--- config.mk ---
export PLATFORM = sky130hd
export DESIGN_NAME = io_arbiter
export DESIGN_NICKNAME = d
export VERILOG_FILES = /design/src/rtl/io_arbiter.sv
export SDC_FILE = /design/constraint.sdc
export NUM_CORES = 1
export LEC_CHECK = 0
export ABC_AREA = 1
export CAP_MARGIN = 20
export CORE_AREA = 2 2 121 123
export DETAILED_ROUTE_END_ITERATION = 10
export DIE_AREA = 0 0 123 125
export SLEW_MARGIN = 20
export SYNTH_ARGS = -nofsm -noshare
export SYNTH_HDL_FRONTEND = slang
export SYNTH_SLANG_ARGS = --single-unit
--- constraint.sdc ---
create_clock -name clk -period 1.4 [get_ports clk]
set_input_delay 0.21 -clock clk [delete_from_list [all_inputs] [get_ports clk]]
set_output_delay 0.21 -clock clk [all_outputs]
set_load 0.03 [all_outputs]
--- src/rtl/io_arbiter.sv ---
// Two-master round-robin arbiter in front of one IO slave, one transaction outstanding.
// Define IO_ARB_TIMEOUT_EN to build the DATA-state watchdog (limit TIMEOUT_CYCLES).
module io_arbiter #(
    parameter int unsigned TIMEOUT_CYCLES = 64
) (
    input  logic        clk,
    input  logic        rst,

    input  logic        m0_req,
    input  logic        m0_wr,
    input  logic [3:0]  m0_wen,
    input  logic [31:0] m0_addr,
    input  logic [31:0] m0_wdata,
    output logic        m0_req_ack,
    output logic        m0_data_ack,
    output logic [31:0] m0_rdata,

    input  logic        m1_req,
    input  logic        m1_wr,
    input  logic [3:0]  m1_wen,
    input  logic [31:0] m1_addr,
    input  logic [31:0] m1_wdata,
    output logic        m1_req_ack,
    output logic        m1_data_ack,
    output logic [31:0] m1_rdata,

    output logic        io_req,
    output logic        io_wr,
    output logic [3:0]  io_wen,
    output logic [31:0] io_addr,
    output logic [31:0] io_wdata,
    input  logic        io_req_ack,
    input  logic        io_data_ack,
    input  logic [31:0] io_rdata,

    output logic        busy,
    output logic        timeout_err
);

    typedef enum logic [1:0] {
        IDLE = 2'd0,
        REQ  = 2'd1,
        DATA = 2'd2
    } state_t;

    state_t state;
    logic   gnt;
    logic   prio;
    logic   sel_req;
    logic   expire;
    logic   data_done;

    if (TIMEOUT_CYCLES < 2 || TIMEOUT_CYCLES > 65535) begin : g_bad_timeout
        $error("io_arbiter: TIMEOUT_CYCLES must be within 2..65535");
    end

    assign sel_req = gnt ? m1_req : m0_req;

`ifdef IO_ARB_TIMEOUT_EN
    localparam logic [15:0] WDOG_LAST = 16'(TIMEOUT_CYCLES - 1);

    logic [15:0] wdog;

    // Counter reads 0 on the first DATA cycle, so expiry lands on DATA cycle TIMEOUT_CYCLES.
    always_ff @(posedge clk or posedge rst) begin
        if (rst) begin
            wdog <= '0;
        end else if (state != DATA) begin
            wdog <= '0;
        end else begin
            wdog <= wdog + 16'd1;
        end
    end

    assign expire = (state == DATA) && (wdog == WDOG_LAST) && !io_data_ack;
`else
    assign expire = 1'b0;
`endif

    assign data_done = (state == DATA) && (io_data_ack || expire);

    always_ff @(posedge clk or posedge rst) begin
        if (rst) begin
            state <= IDLE;
            gnt   <= 1'b0;
            prio  <= 1'b0;
        end else begin
            case (state)
                IDLE: begin
                    if (m0_req || m1_req) begin
                        gnt   <= (m0_req && m1_req) ? prio : m1_req;
                        state <= REQ;
                    end
                end
                REQ: begin
                    if (io_req && io_req_ack) begin
                        state <= DATA;
                    end else if (!sel_req) begin
                        state <= IDLE;
                    end
                end
                DATA: begin
                    if (data_done) begin
                        state <= IDLE;
                        prio  <= ~gnt;
                    end
                end
                default: state <= IDLE;
            endcase
        end
    end

    assign io_req   = (state == REQ) && sel_req;
    assign io_wr    = gnt ? m1_wr    : m0_wr;
    assign io_wen   = gnt ? m1_wen   : m0_wen;
    assign io_addr  = gnt ? m1_addr  : m0_addr;
    assign io_wdata = gnt ? m1_wdata : m0_wdata;

    // Acks are steered only to the granted master; the other one never sees them.
    assign m0_req_ack  = io_req_ack && (state == REQ) && !gnt;
    assign m1_req_ack  = io_req_ack && (state == REQ) &&  gnt;
    assign m0_data_ack = data_done && !gnt;
    assign m1_data_ack = data_done &&  gnt;

    assign m0_rdata = expire ? 32'hDEAD_BEEF : io_rdata;
    assign m1_rdata = expire ? 32'hDEAD_BEEF : io_rdata;

    assign busy        = (state != IDLE);
    assign timeout_err = expire;

endmodule

==> flow_summary.ini <==
[run_status]
status = complete, but fails checks
violations = negative setup slack

[pwr]
max-vdd-ir-drop_uv = 1290
p_int_uw = 3570
power_frac_seq_pct = 3.0
p_leak_uw = 0.00199
clkPwrFrac_pct = 6.2
p_per_area_mw_per_mm2 = 1810
switching_share_pct = 52.1
p_sw_uw = 3880
design_power_total_uw = 7440
p_comb_share_pct = 90.8

[worst_setup_path]
cp.buffers_inverters = 4
rrSetupSlack_ps = 220
worstPathMaxFanout = 8
crit_path_cell_trace = clkinv_4 -> buf_12 -> buf_16 -> nand2_2 -> nand2_1 -> buf_6
cpMaxStageDelayCell = dfrtp_2
critPathArrivalTime_ps = 1320
crit_path_end_kind = output pin
cp-start-kind = flop
critPathMaxStageDelay_ps = 430
startpoint = gnt
cp.depth = 6
critPathTopFamily = buffers and inverters
worstPathRequired_ps = 1190
crit_end = io_addr[24]
worst-r2r-cell-count = 7
worstReg2RegEnd = state[0]
r2r_start = gnt
critPathKind = reg2out

[floorplanning]
die_w_um = 123
core_area_mm2 = 0.0142
die_h_um = 125
die_area_mm2 = 0.0154
start_util_pct = 11.8
rows = 44
ios = 316

[logic_synthesis]
yosysSeqAreaShare_pct = 5.95
ys_warn_count = 0
ys_seq_elements = 4
netlist_area_mm2 = 0.00168
synth_cells = 322
avgSynthCellArea_um2 = 5.22
synth_fp_nets = 498
synth_cell_types = 13

[place]
place_area_mm2 = 0.00339
dpl.hpwl_um = 5760
io_buffers = 218
routabilityCongestion = 0.715
pre_cts_ws_ps = 16.3

[final_layout]
area_growth_pct = 145
nets = 658
drive_gt1_share_pct = 32.2
final_util_pct = 29.0
final_cell_area_mm2 = 0.00412
antennaDiodeCount = 0

[global_route]
grt_max_degree = 45
grt_pass1_wl_um = 11200
grt_usage_pct = 9.01
antenna_found_initial = 0
grt_pass1_vias = 2218
grt.overflow.total = 0

[clock_network]
cts_buffers = 3
htree_num_levels = 1
path_clk_slew_ps = 30
cts_sinks = 4
cts_tree = done
cts_buffer_depth = 2
ctsRootBufferMaster = clkbuf_16
clock_latency_ps = 230

[timing]
setup-violations-final = 69
min_period_ps = 1530
post-route-worst-setup-slack_ps = -128
final-hold-violation-count = 0
fin_crit_sh_pct = 109
tns_ps = -5580
skew_ps = 1.63
fmax_mhz = 654
finalMaxSlewViolations = 0
grt_setup_unrepaired = yes

[routing]
detail-route-antenna-nets = 0
drc = 0
drt-initial-drc-count = 54
viasPerCell = 3.57
num_vias = 2372
wl_per_cell_um = 12.5
wl_um = 8340
first_pass_iters = 4

[flow_run]
cap_violations = 0

[hold_path]
hold_class = in2async
## cell type report
type / count / area, um^2
tap: 184 / 230
sequential: 4 / 101
inverter: 6 / 27.5
fill: 1556 / 10100
clock buffer: 4 / 78.8
multi-input combinational: 232 / 1110
timing repair buffer: 235 / 2570
## power by group through the flow
stage	logic, uW	registers, uW	clock network (uW)
4_1_cts	6220	216	467
6_report	6760	223	461
3_5_place_dp	5230	216	0
5_1_grt	7210	231	475
2_1_floorplan	3600	197	0
3_3_place_gp	5240	213	0
## layout by cell type (no fill, tap or decap), types with 2 or more instances in the layout
master / instances
nand2_1: 164
clkdlybuf4s50_1: 143
buf_6: 65
nand2_2: 39
nand2_4: 14
buf_4: 11
buf_12: 10
inv_1: 5
clkbuf_16: 5
nand3_1: 3
nor2_1: 3
dfrtp_1: 3
nor2_2: 2
o21ai_0: 2
buf_16: 2
## cell usage after synthesis
master	number	area, um^2
inv_1	5	18.8
o21ai_0	2	10.0
inv_2	1	3.75
buf_6	8	90.1
nor2_1	6	22.5
and2_1	1	6.26
buf_4	65	488
nand3_1	4	20.0
dfrtp_1	4	100
nand2_1	217	815
conb_1	1	3.75
clkbuf_8	7	96.3
nand3b_1	1	7.51
## how the worst min path moves through the flow
stage	endpoint	slack, ps	cells past startpoint
global placement	state[0]	410	2
detailed placement	state[0]	410	2
floorplan	gnt	-20	1
CTS	state[0]	170	2
global route	state[0]	210	2
finish	state[0]	170	2
## registers in the layout, summed over array words and instances, names as in the netlist
signal	count
state	2
gnt	1
prio	1
## stage by stage
| stage | instances | hold WS, ps |
|---|---|---|
| after global placement | 651 | 405 |
| after floorplan | 322 | -23.9 |
| after global routing | 665 | 210 |
| after CTS | 659 | 174 |
| after detailed placement | 651 | 411 |
| final | 665 | 169 |
## per-layer routing
layer / GRT usage, % / vias up / part of all wire [%]
met1: 9.72 / 995 / 37
met3: 3.56 / 27 / 12
met5: 0 / - / 0
li1: - / 1209 / -
met2: 16.0 / 141 / 49
met4: 2.81 / 0 / 2.1
## worst register-to-register path, cell delays in order (launching register included)
cell and delay, ps:
dfrtp_2 430, clkinv_4 120, buf_8 160, nand2_1 60
nand2_1 60, buf_4 130, nand3_1 60, nand2_1 50
## cells by family (layout without fill, tap and decap cells)
logic type | Yosys count | in the layout | share of synthesized area (%)
simple gates | 229 | 229 | 51.8
buf+inv | 86 | 245 | 41.4
flops | 4 | 4 | 5.95
compound gates | 2 | 2 | 0.595
other cells | 1 | 1 | 0.223
## repair_timing
| item | CTS | global route |
|---|---|---|
| hold buffers | 0 | 0 |
| gates resized for setup | 95 | 55 |
| setup buffers | 2 | 3 |
| setup endpoints to repair | 74 | 75 |
| pin swaps | 8 | 8 |
| gates cloned | 2 | 3 |
No activity file was read; power rests on OpenSTA's default activity.
